### src/rtl/change_dispenser.sv
// change_dispenser: pays out a change amount one coin at a time.
//   clock, reset_L      : clock and asynchronous active-low reset
//   req_valid, change   : change request, amount 0..15 (accepted in IDLE)
//   req_ready           : high only while IDLE
//   coin_valid/five/ack : coin eject handshake (five = 5-unit coin)
//   Remaining           : units still owed on the current request
//   fives, ones         : coin inventory
//   done                : one-cycle pulse, request fully paid
//   NotEnoughChange     : one-cycle pulse (during CHECK), request refused
module change_dispenser #(
  parameter logic [3:0] FIVES_INIT = 4'd3,
  parameter logic [3:0] ONES_INIT  = 4'd4
) (
  input  logic       clock,
  input  logic       reset_L,
  input  logic       req_valid,
  input  logic [3:0] change,
  output logic       req_ready,
  output logic       coin_valid,
  output logic       coin_five,
  input  logic       coin_ack,
  output logic [3:0] Remaining,
  output logic [3:0] fives,
  output logic [3:0] ones,
  output logic       done,
  output logic       NotEnoughChange
);

  typedef enum logic [1:0] {IDLE, CHECK, EJECT, FINISH} state_e;

  state_e     state_q, state_d;
  logic [3:0] rem_q, rem_d;
  logic [3:0] fives_q, fives_d;
  logic [3:0] ones_q, ones_d;

  logic [4:0] f_div, f_use, r1;
  logic       feasible, pick_five;

  // Feasibility uses the same greedy order EJECT follows (fives first), so
  // once accepted the payout can never underflow either counter.
  always_comb begin
    f_div    = {1'b0, rem_q} / 5'd5;
    f_use    = (f_div < {1'b0, fives_q}) ? f_div : {1'b0, fives_q};
    r1       = {1'b0, rem_q} - f_use * 5'd5;
    feasible = (r1 <= {1'b0, ones_q});
  end

  assign pick_five = (rem_q >= 4'd5) && (fives_q != 4'd0);

  always_ff @(posedge clock or negedge reset_L) begin
    if (!reset_L) begin
      state_q <= IDLE;
      rem_q   <= 4'd0;
      fives_q <= FIVES_INIT;
      ones_q  <= ONES_INIT;
    end else begin
      state_q <= state_d;
      rem_q   <= rem_d;
      fives_q <= fives_d;
      ones_q  <= ones_d;
    end
  end

  always_comb begin
    state_d = state_q;
    rem_d   = rem_q;
    fives_d = fives_q;
    ones_d  = ones_q;
    unique case (state_q)
      IDLE: begin
        if (req_valid) begin
          rem_d   = change;
          state_d = CHECK;
        end
      end
      CHECK: begin
        if (!feasible) begin
          rem_d   = 4'd0;
          state_d = IDLE;
        end else if (rem_q == 4'd0) begin
          state_d = FINISH;
        end else begin
          state_d = EJECT;
        end
      end
      EJECT: begin
        if (coin_ack) begin
          if (pick_five) begin
            fives_d = fives_q - 4'd1;
            rem_d   = rem_q - 4'd5;
          end else begin
            ones_d  = ones_q - 4'd1;
            rem_d   = rem_q - 4'd1;
          end
          if (rem_d == 4'd0) state_d = FINISH;
        end
      end
      FINISH:  state_d = IDLE;
      default: state_d = IDLE;
    endcase
  end

  // Outputs decode straight from state so reset clears them immediately.
  assign req_ready       = (state_q == IDLE);
  assign coin_valid      = (state_q == EJECT);
  assign coin_five       = (state_q == EJECT) && pick_five;
  assign done            = (state_q == FINISH);
  assign NotEnoughChange = (state_q == CHECK) && !feasible;
  assign Remaining       = rem_q;
  assign fives           = fives_q;
  assign ones            = ones_q;

endmodule

### config.mk
export PLATFORM = sky130hd
export DESIGN_NAME = change_dispenser
export DESIGN_NICKNAME = d
export VERILOG_FILES = /design/src/rtl/change_dispenser.sv
export SDC_FILE = /design/constraint.sdc
export NUM_CORES = 1
export LEC_CHECK = 0
export ABC_AREA = 1
export BUFFER_PORTS_ARGS = -buffer_cell sky130_fd_sc_hd__buf_2
export CAP_MARGIN = 20
export CORE_MARGIN = 2
export CORE_UTILIZATION = 56
export CTS_BUF_LIST = sky130_fd_sc_hd__clkbuf_4 sky130_fd_sc_hd__clkbuf_8 sky130_fd_sc_hd__clkbuf_16
export CTS_CLUSTER_DIAMETER = 100
export DETAILED_ROUTE_END_ITERATION = 10
export GPL_TIMING_DRIVEN = 0
export PLACE_DENSITY = 0.87
export SLEW_MARGIN = 20
export SYNTH_ARGS = -nofsm -noshare
export SYNTH_HDL_FRONTEND = slang
export SYNTH_SLANG_ARGS = --single-unit
### constraint.sdc
create_clock -name clock -period 6 [get_ports clock]
set_clock_uncertainty 0.1 [all_clocks]
set_input_delay 1.2 -clock clock [delete_from_list [all_inputs] [get_ports clock]]
set_output_delay 1.2 -clock clock [all_outputs]
set_load 0.02 [all_outputs]
### Word-level counts from Yosys, hierarchy flattened

Index checks and enable logic that the tools add are counted.

* bits in registers: 14
* input bits: 8
* output and inout bits: 17
* word-level logic and storage cells: 49

* add/sub/neg operators: 5
* multipliers: 1
* div/mod/pow operators: 1
* order comparisons: 3
* equality and inequality tests: 7
* multiplexer cells: 14
* bitwise operators: 1
* reductions and logical operators: 13

Operators with widths (count)
* $mux W4: 6
* $pmux W4 S3: 1
* $sub A4 B1 Y4 const B: 3
* $reduce_and A3 Y1: 3
* $logic_not A4 Y1: 2
* $mux W2: 4
* $pmux W2 S4: 1
* $div A4 B3 Y5 const B: 1
* $le A5 B4 Y1: 1
* $lt A5 B4 Y1: 1
* $mul A5 B3 Y5 const B: 1
* $mux W5: 1
* $sub A4 B5 Y5: 1
* $eq A2 B2 Y1 const B: 2
* $ge A4 B3 Y1 const B: 1
* $ne A2 B1 Y1 const B: 2
* $ne A2 B2 Y1 const B: 2
* $reduce_and A4 Y1: 1
* $reduce_bool A4 Y1: 1
* $sub A4 B3 Y4 const B: 1
* $logic_and A1 B1 Y1: 3
* $reduce_bool A3 Y1: 1
* $eq A2 B1 Y1 const B: 1
* $logic_not A2 Y1: 1
* 3 further kinds: 3

### Logic depth before layout (Yosys ltp)

Gate-level depths: netlist of the first run.

* word-level depth: 9
* gate-level depth with buffers: 30
* depth with buffers taken out: 30

### Worst setup path before layout of the first run

OpenSTA, ideal clock, no wires.

* kind: register to output
* start: reg rem_q[0] (netlist: Remaining[0])
* end: out NotEnoughChange
* arrival: 4212 ps
* required time: 4700 ps
* path slack: 488 ps
* stages on the path, launching flop included: 27
* buffers on the path: 0
* cells stage by stage: dfrtp_1 -> inv_1 -> ha_1 -> inv_1 -> nand2_1 -> nand2_1 -> inv_1 -> ha_1 -> nand3_1 -> a31o_2 -> nand2_1 -> nand2_1 -> nand2_1 -> inv_1 -> ha_1 -> inv_1 -> fa_1 -> ha_1 -> inv_1 -> nand3_1 -> nand2_1 -> inv_1 -> ha_1 -> nand2_1 -> o21ai_0 -> o21ai_0 -> a21oi_1

* cells in the longest elaborated chain, start to end: 8

RTL lines
* start, declared: line 32 `logic [3:0] rem_q, rem_d;`
* start signal, assigned: line 58 `rem_q <= rem_d;`
* $div A4 B3 Y5: line 42 `f_div = {1'b0, rem_q} / 5'd5;`
* $lt A5 B4 Y1: line 43 `f_use = (f_div < {1'b0, fives_q}) ? f_div : {1'b0, fives_q};`
* $mux W5: line 43
* $mul A5 B3 Y5: line 44 `r1 = {1'b0, rem_q} - f_use * 5'd5;`
* $sub A4 B5 Y5 (*): line 44
* $le A5 B4 Y1 (*): line 45 `feasible = (r1 <= {1'b0, ones_q});`
* $logic_not A1 Y1 (*): line 108 `assign NotEnoughChange = (state_q == CHECK) && !feasible;`
* $logic_and A1 B1 Y1 (*): line 108
* end, declared: line 26 `output logic NotEnoughChange`

Mark *: on every way between the ends. The rest lies on a longest branch, timed or not.

### Final worst setup path of the first run

Ends and elaborated chain as after synthesis.

==> flow_metrics.py, run 1 <==
metrics = {
    "status": {
        "status": "finished clean",
    },
    "die": {
        "initial_utilization": 0.584,
        "core_um2": 2450,
        "placementRows": 18,
        "die_area_um2": 2980,
        "die_w_um": 54.6,
        "chipHeight_um": 54.6,
        "io_pins": 25,
    },
    "critical_path": {
        "critical_path.endpoint": "NotEnoughChange",
        "r2r_cells": 30,
        "crit_path_end_kind": "output port",
        "slowest_delay_ps": 460,
        "rrSetupSlack_ps": 1520,
        "crit_start": "Remaining[0]$_DFFE_PN0P_",
        "r2r_start": "Remaining[0]$_DFFE_PN0P_",
        "worstPathRequired_ps": 4700,
        "slowest_stage": "fa_1",
        "critPathKind": "flop to output port",
        "reg2reg_to": "Remaining[1]$_DFFE_PN0P_",
        "crit_arrival_ps": 4290,
        "critPathMaxFanout": 6,
        "cp-start-kind": "flop",
        "cpMostUsedCell": "inv_1",
    },
    "synth": {
        "synth_edf_count": 0,
        "synthTopCellsByArea": "ha_1, dfrtp_1, nand2_1",
        "synthCells": 190,
        "ys_seq_area_frac": 0.247,
        "synth.most_common_cell": "nand2_1",
        "synth_top_area_frac": 0.218,
        "async_reset_ff_frac": 1.00,
        "synth_top_area_cell": "ha_1",
        "yosysUniqueCellTypes": 31,
        "synth_flop_cell": "dfrtp_1",
        "synth_warnings": 0,
        "avgSynthCellArea_um2": 7.55,
        "synth-seq-cells": 14,
        "netlist_area_um2": 1430,
        "ys_top_cells_by_count": "nand2_1, inv_1, ha_1",
    },
    "finish": {
        "final_nets": 256,
        "fillerInstances": 228,
        "drive_gt1_frac": 0.214,
        "area_growth_pct": 15.8,
        "seq_area_um2": 355,
        "n_antenna_cell": 0,
        "multiInputGateArea_um2": 953,
        "stdcell_count": 250,
    },
    "drt": {
        "drc": 0,
        "wl_per_cell_um": 11.1,
        "drt_iter0_drc": 22,
        "drt-total-wl_mm": 2.78,
        "dr.pass1.iters": 4,
        "vias": 1282,
        "vias_per_cell": 5.13,
        "ant_nets": 0,
    },
    "global_routing": {
        "grt_use_met3": 0.0601,
        "grt_use_total": 0.221,
        "grt_pass1_vias": 1220,
        "grt_pass1_wl_mm": 4.80,
        "globalRouteMet1Util": 0.250,
        "grt_max_degree": 15,
        "grt-busiest-layer": "met2",
        "antenna_found_initial": 0,
        "overflow": 0,
        "grt_use_met2": 0.417,
    },
    "clock_network": {
        "cts.sinks": 14,
        "clk_latency_ps": 290,
        "cts_hold_buf": 0,
        "cts_tree": "built",
        "cts_buffers": 3,
        "h-tree-depth": 1,
        "cts_root_buf": "clkbuf_4",
        "max-clock-path-buffers": 2,
        "clkTransAtPathRegs_ps": 80,
    },
    "sta": {
        "slew_viol_final": 0,
        "final_hold_viol_count": 0,
        "fin_ws_ps": 406,
        "whs_ps": 397,
        "period_minus_slack_ps": 5590,
        "rsz0062_at_grt": "false",
        "finalSetupViolations": 0,
        "fmax_mhz": 179,
        "setup_tns_ps": 0,
        "min_period_over_period": 0.932,
    },
    "placement": {
        "placedCellCount": 245,
        "gp_congestion": 0.816,
        "hpwl_mm": 2.25,
        "pre_cts_ws_ps": 283,
        "portBuffers": 24,
    },
    "hold_path": {
        "hp-class": "flop to flop",
    },
    "job": {
        "max_cap_violations": 0,
    },
}
-- cells by family (layout without fill, tap and decap cells) --
kind of cell / count (synthesis) / in the layout / synth area share
adder cells (fa/ha/maj): 27 / 27 / 0.246
buffers and inverters: 39 / 68 / 0.103
XOR/XNOR: 11 / 11 / 0.0672
AND/OR/NAND/NOR: 72 / 72 / 0.223
other: 1 / 2 / 0.00262
AO/OA/AOI/OAI: 26 / 26 / 0.111
flip-flops: 14 / 14 / 0.247
-- routing by layer --
layer | wire length [um] | vias to the layer above
met5 | 0 | -
met4 | 8 | 0
met3 | 128 | 2
met2 | 1390 | 26
met1 | 1250 | 589
li1 | - | 665
-- area by class of cell --
| type | count | area share |
|---|---|---|
| clock buffers | 4 | 0.0219 |
| flip-flops and latches | 14 | 0.214 |
| repair buffers | 25 | 0.0784 |
| inverters | 39 | 0.0889 |
| multi-input cells | 138 | 0.574 |
| well taps | 30 | 0.0226 |
-- worst max-delay path, delay by kind of cell, from the launching register on --
family,cells,cell delay (ps)
flops,1,360
compound gates,4,630
fa+ha+maj,6,1790
buf+inv,8,600
simple gates,9,650
-- repair_timing --
action	4_1_cts	5_1_grt
resized for setup	1	6
endpoints found under the setup margin	1	1
buffers inserted	0	1
-- worst min-delay path by stage --
stage               slack (ps)                    to                  from  depth (start not counted)
finish                     400  fives[0]$_DFFE_PN1P_  fives[0]$_DFFE_PN1P_                          2
global route               440  fives[0]$_DFFE_PN1P_  fives[0]$_DFFE_PN1P_                          2
CTS                        400  fives[0]$_DFFE_PN1P_  fives[0]$_DFFE_PN1P_                          2
detailed placement         390  fives[0]$_DFFE_PN1P_  fives[0]$_DFFE_PN1P_                          2
global placement           390  fives[0]$_DFFE_PN1P_  fives[0]$_DFFE_PN1P_                          2
floorplan                  410  fives[0]$_DFFE_PN1P_  fives[0]$_DFFE_PN1P_                          2
-- placed cells by master, fill, tap and decap left out, types with 2 or more instances in the layout --
cell / synthesis / layout
nand2_1: 41 / 39
dfstp_2: 3 / 3
nand3_1: 8 / 8
nand2_2: 1 / 3
buf_4: 0 / 2
fa_1: 2 / 2
ha_1: 25 / 24
a21oi_1: 5 / 5
conb_1: 1 / 2
o21ai_1: 4 / 6
inv_2: 2 / 2
nor2_1: 13 / 13
o22ai_1: 5 / 5
xor2_1: 11 / 11
o211ai_1: 2 / 2
inv_1: 36 / 36
clkbuf_4: 0 / 3
o21ai_0: 5 / 3
buf_2: 0 / 23
nand4_1: 2 / 2
dfrtp_1: 11 / 10
-- stage by stage --
stage               utilization  cell area [um2]
global route              0.676             1660
finish                    0.676             1660
detailed placement        0.650             1600
floorplan                     -             1440
CTS                       0.665             1630
global placement          0.650             1600
-- sequential cells by signal, indices dropped and copies added (netlist names), named ones only --
| register | flops |
|---|---|
| Remaining | 4 |
| fives | 4 |
| ones | 4 |
| state_q | 1 |
Power of run 1 is not shown: default switching activity piles up to over one toggle a cycle in this logic, so the estimate is an artifact.
==> run 2, diff against run 1 <==
--- a/config.mk
+++ b/config.mk
@@ -7,15 +7,17 @@
 export LEC_CHECK = 0
 export ABC_AREA = 1
 export BUFFER_PORTS_ARGS = -buffer_cell sky130_fd_sc_hd__buf_2
-export CAP_MARGIN = 20
+export CAP_MARGIN = 25
+export CELL_PAD_IN_SITES_DETAIL_PLACEMENT = 1
+export CELL_PAD_IN_SITES_GLOBAL_PLACEMENT = 1
+export CORE_ASPECT_RATIO = 0.5
 export CORE_MARGIN = 2
-export CORE_UTILIZATION = 56
+export CORE_UTILIZATION = 41
 export CTS_BUF_LIST = sky130_fd_sc_hd__clkbuf_4 sky130_fd_sc_hd__clkbuf_8 sky130_fd_sc_hd__clkbuf_16
 export CTS_CLUSTER_DIAMETER = 100
 export DETAILED_ROUTE_END_ITERATION = 10
 export GPL_TIMING_DRIVEN = 0
 export PLACE_DENSITY = 0.87
-export SLEW_MARGIN = 20
 export SYNTH_ARGS = -nofsm -noshare
 export SYNTH_HDL_FRONTEND = slang
 export SYNTH_SLANG_ARGS = --single-unit
==> run 2 against run 1 <==
Global-route usage fell by 2.2 points. Sequential share of layout area is 0.58 points lower. Non-clock buffer count unchanged. First-iteration DRC count increased by 95%. Register-to-register slack worse by 200 ps. Utilization decreased by 17 points. Die area rose by 35%.
==> flow_metrics.py, run 2 (synthesis results as in run 1) <==
metrics = {
    "status": {
        "status": "finished clean",
    },
    "clock_network": {
        "cts.sinks": 14,
        "max-clock-path-buffers": 2,
        "cts_hold_buf": 0,
        "cts_tree": "built",
        "clk_latency_ps": 250,
        "cts_root_buf": "clkbuf_8",
        "clkTransAtPathRegs_ps": 60,
        "h-tree-depth": 1,
        "cts_buffers": 3,
    },
    "critical_path": {
        "critPathBufInv": 7,
        "slowest_stage": "dfrtp_1",
        "critPathTopFamily": "adder cells",
        "critPathMaxFanout": 7,
        "cp-start-kind": "flop",
        "critPathKind": "flop to output port",
        "crit_path_end_kind": "output port",
        "crit_arrival_ps": 4370,
        "worstPathRequired_ps": 4700,
        "slowest_delay_ps": 470,
    },
    "global_routing": {
        "grt_pass1_wl_mm": 6.00,
        "antenna_found_initial": 0,
        "grt_max_degree": 15,
        "grt_use_total": 0.198,
        "grt_pass1_vias": 1317,
        "overflow": 0,
    },
    "finish": {
        "multiInputGateArea_um2": 955,
        "area_growth_pct": 19.0,
        "final_cell_mix": "nand2_1, inv_1, ha_1",
        "stdcell_count": 271,
        "post-route-util": 0.502,
        "fillerInstances": 451,
        "final_nets": 256,
        "final_common_cell": "nand2_1",
        "n_antenna_cell": 0,
        "seq_area_um2": 355,
        "drive_gt1_frac": 0.214,
    },
    "sta": {
        "finalSetupViolations": 0,
        "fmax_mhz": 176,
        "min_period_over_period": 0.944,
        "fin_ws_ps": 334,
        "period_minus_slack_ps": 5670,
        "setup_tns_ps": 0,
        "final_hold_viol_count": 0,
        "slew_viol_final": 0,
    },
    "drt": {
        "wl_per_cell_um": 13.2,
        "drt-total-wl_mm": 3.58,
        "drt_iter0_drc": 43,
        "ant_nets": 0,
        "dr.pass1.iters": 4,
        "vias": 1334,
        "drc": 0,
        "vias_per_cell": 4.92,
    },
    "die": {
        "io_pins": 25,
        "placementRows": 15,
        "chipHeight_um": 45.8,
        "die_w_um": 87.6,
        "core_um2": 3400,
        "die_area_um2": 4020,
        "initial_utilization": 0.422,
    },
    "job": {
        "max_cap_violations": 0,
    },
    "placement": {
        "portBuffers": 24,
        "gp_congestion": 0.775,
        "placedCellCount": 266,
        "hpwl_mm": 2.87,
        "pre_cts_ws_ps": 71.7,
    },
    "hold_path": {
        "hp-class": "flop to flop",
    },
}
[run 2: cell count changes in the layout (fill, tap and decap cells not counted)]
cell	previous run	this run
a21oi_2	1	2
clkbuf_8	1	4
clkbuf_4	3	0
a21oi_1	5	4
nand2_1	39	40
nand2_2	3	2
[run 2: layout make-up]
type                    count  area share
inverters                  39      0.0865
multi-input cells         138       0.559
flip-flops and latches     14       0.208
clock buffers               4      0.0323
well taps                  51      0.0374
repair buffers             25      0.0762
[run 2: path summary, 6_finish.rpt]
path,startpoint,end,slack [ps],cells after the start
worst max-delay path,Remaining[1]$_DFFE_PN0P_,NotEnoughChange,330,26
worst min-delay path,fives[0]$_DFFE_PN1P_,fives[0]$_DFFE_PN1P_,400,2
worst max register to register,Remaining[1]$_DFFE_PN0P_,Remaining[0]$_DFFE_PN0P_,1320,29
worst min register to register,fives[0]$_DFFE_PN1P_,fives[0]$_DFFE_PN1P_,400,2
max in group asynchronous,reset_L,fives[0]$_DFFE_PN1P_,4760,1
min in group asynchronous,reset_L,ones[3]$_DFFE_PN0P_,740,1
[run 2: through the flow]
| stage | hold slack (ps) | cell area, um2 |
|---|---|---|
| 2_1_floorplan | 412 | 1440 |
| 3_3_place_gp | 380 | 1620 |
| 3_5_place_dp | 387 | 1620 |
| 4_1_cts | 397 | 1690 |
| 5_1_grt | 428 | 1710 |
| 6_report | 398 | 1710 |
[run 2: metal layers]
| layer | GRT usage | share of wire | up-vias |
|---|---|---|---|
| li1 | - | - | 661 |
| met1 | 0.245 | 0.48 | 645 |
| met2 | 0.356 | 0.48 | 22 |
| met3 | 0.0471 | 0.027 | 6 |
| met4 | 0.0492 | 0.013 | 0 |
| met5 | 0 | 0 | - |
[run 2: repair_timing]
action | 4_1_cts | 5_1_grt
pin swaps | 0 | 1
gates resized for setup | 1 | 6
setup buffers | 1 | 0
setup endpoints to repair | 1 | 1
[run 2: worst min-delay path, delay by kind of cell (launching register included)]
family,cells,cell delay [ps]
flops,1,390
simple gates,2,100
Power of run 2 is left out for the same reason.
==> run 3, diff against run 2 <==
--- a/config.mk
+++ b/config.mk
@@ -11,7 +11,6 @@
 export CELL_PAD_IN_SITES_DETAIL_PLACEMENT = 1
 export CELL_PAD_IN_SITES_GLOBAL_PLACEMENT = 1
 export CORE_ASPECT_RATIO = 0.5
-export CORE_MARGIN = 2
 export CORE_UTILIZATION = 41
 export CTS_BUF_LIST = sky130_fd_sc_hd__clkbuf_4 sky130_fd_sc_hd__clkbuf_8 sky130_fd_sc_hd__clkbuf_16
 export CTS_CLUSTER_DIAMETER = 100
==> run 3 against run 2 <==
Worst setup slack improved by 21 ps. Final cell count fell by 4.1%. Wire length rose by 9.0%. Final area fell by 0.88%. Die area fell by 6.5%. Utilization rose by 3.4 points.
==> flow_metrics.py, run 3 (synthesis results as in run 1) <==
metrics = {
    "sta": {
        "slew_viol_final": 0,
        "min_period_over_period": 0.941,
        "final_hold_viol_count": 0,
        "fin_ws_ps": 354,
        "rsz0062_at_grt": "false",
        "period_minus_slack_ps": 5650,
        "setup_tns_ps": 0,
        "fmax_mhz": 177,
        "finalSetupViolations": 0,
    },
    "global_routing": {
        "grt_use_total": 0.227,
        "overflow": 0,
        "grt_max_degree": 15,
        "grt_pass1_vias": 1398,
        "grt_pass1_wl_mm": 6.39,
        "antenna_found_initial": 0,
    },
    "critical_path": {
        "worstPathRequired_ps": 4700,
        "r2r_cells": 29,
        "critPathTopFamily": "adder cells",
        "cp-start-kind": "flop",
        "critPathBufInv": 7,
        "slowest_delay_ps": 460,
        "crit_path_end_kind": "output port",
        "rrSetupSlack_ps": 1390,
        "slowest_stage": "fa_1",
        "critPathMaxFanout": 7,
        "crit_arrival_ps": 4350,
        "critPathKind": "flop to output port",
        "cp_num_cells": 26,
    },
    "drt": {
        "drt-total-wl_mm": 3.90,
        "dr.pass1.iters": 4,
        "drt_iter0_drc": 58,
        "drc": 0,
        "vias_per_cell": 5.19,
        "ant_nets": 0,
        "vias": 1350,
        "wl_per_cell_um": 15.0,
    },
    "hold_path": {
        "hp-class": "flop to flop",
        "worstHoldPathCells": 2,
    },
    "finish": {
        "final_nets": 256,
        "post-route-util": 0.537,
        "drive_gt1_frac": 0.223,
        "final_cell_mix": "nand2_1, inv_1, ha_1",
        "area_growth_pct": 18.0,
        "n_antenna_cell": 0,
        "final_common_cell": "nand2_1",
    },
    "die": {
        "chipHeight_um": 43.8,
        "placementRows": 14,
        "io_pins": 25,
        "die_area_um2": 3750,
        "core_um2": 3150,
        "initial_utilization": 0.455,
        "die_w_um": 85.6,
    },
    "status": {
        "status": "finished clean",
    },
    "clock_network": {
        "cts_root_buf": "clkbuf_8",
        "cts_tree": "built",
        "cts.sinks": 14,
        "cts_buffers": 3,
        "clkTransAtPathRegs_ps": 60,
        "h-tree-depth": 1,
        "clk_latency_ps": 250,
        "max-clock-path-buffers": 2,
    },
    "placement": {
        "portBuffers": 24,
        "hpwl_mm": 3.05,
        "pre_cts_ws_ps": 137,
        "gp_congestion": 0.793,
    },
    "job": {
        "max_cap_violations": 0,
    },
}
-- run 3: cell counts in the layout (fill, tap and decap cells not counted) --
Identical to the previous run, type by type.
-- run 3: layout make-up --
type,count,area [um2]
fillers,426,1460
multi-input cells,138,951
inverters,39,148
well taps,40,50.0
repair buffers,25,130
clock buffers,4,55.1
flip-flops and latches,14,358
-- run 3: repair_timing --
item,4_1_cts,5_1_grt
hold buffers,0,0
gates resized for setup,1,7
buffers inserted,1,0
pin swaps,0,1
setup endpoints to repair,1,1
-- run 3: stage by stage --
| stage | area [um2] | hold slack [ps] | cells |
|---|---|---|---|
| finish | 1690 | 409 | 260 |
| global route | 1690 | 440 | 260 |
| CTS | 1670 | 411 | 260 |
| detailed placement | 1610 | 399 | 255 |
| global placement | 1610 | 398 | 255 |
| floorplan | 1440 | 412 | 191 |
-- run 3: worst paths after layout --
path	start	end
max in group asynchronous	reset_L	ones[2]$_DFFE_PN1P_
min in group asynchronous	reset_L	fives[3]$_DFFE_PN0P_
max reg2reg	Remaining[1]$_DFFE_PN0P_	Remaining[3]$_DFFE_PN0P_
min	fives[0]$_DFFE_PN1P_	fives[0]$_DFFE_PN1P_
max	Remaining[1]$_DFFE_PN0P_	NotEnoughChange
min reg2reg	fives[0]$_DFFE_PN1P_	fives[0]$_DFFE_PN1P_
-- run 3: layer usage --
layer | GRT usage | share of wire | vias up
li1 | - | - | 660
met1 | 0.278 | 0.46 | 664
met2 | 0.434 | 0.50 | 24
met3 | 0.0514 | 0.038 | 2
met4 | 0.0200 | 0.0038 | 0
met5 | 0 | 0 | -
-- run 3: worst register-to-register path: cells and delay by family, from the launching register on --
family	cells	cell delay (ps)
buf+inv	7	500
flops	1	450
simple gates	10	840
fa+ha+maj	6	1780
compound gates	6	810
Power of run 3 is left out for the same reason.
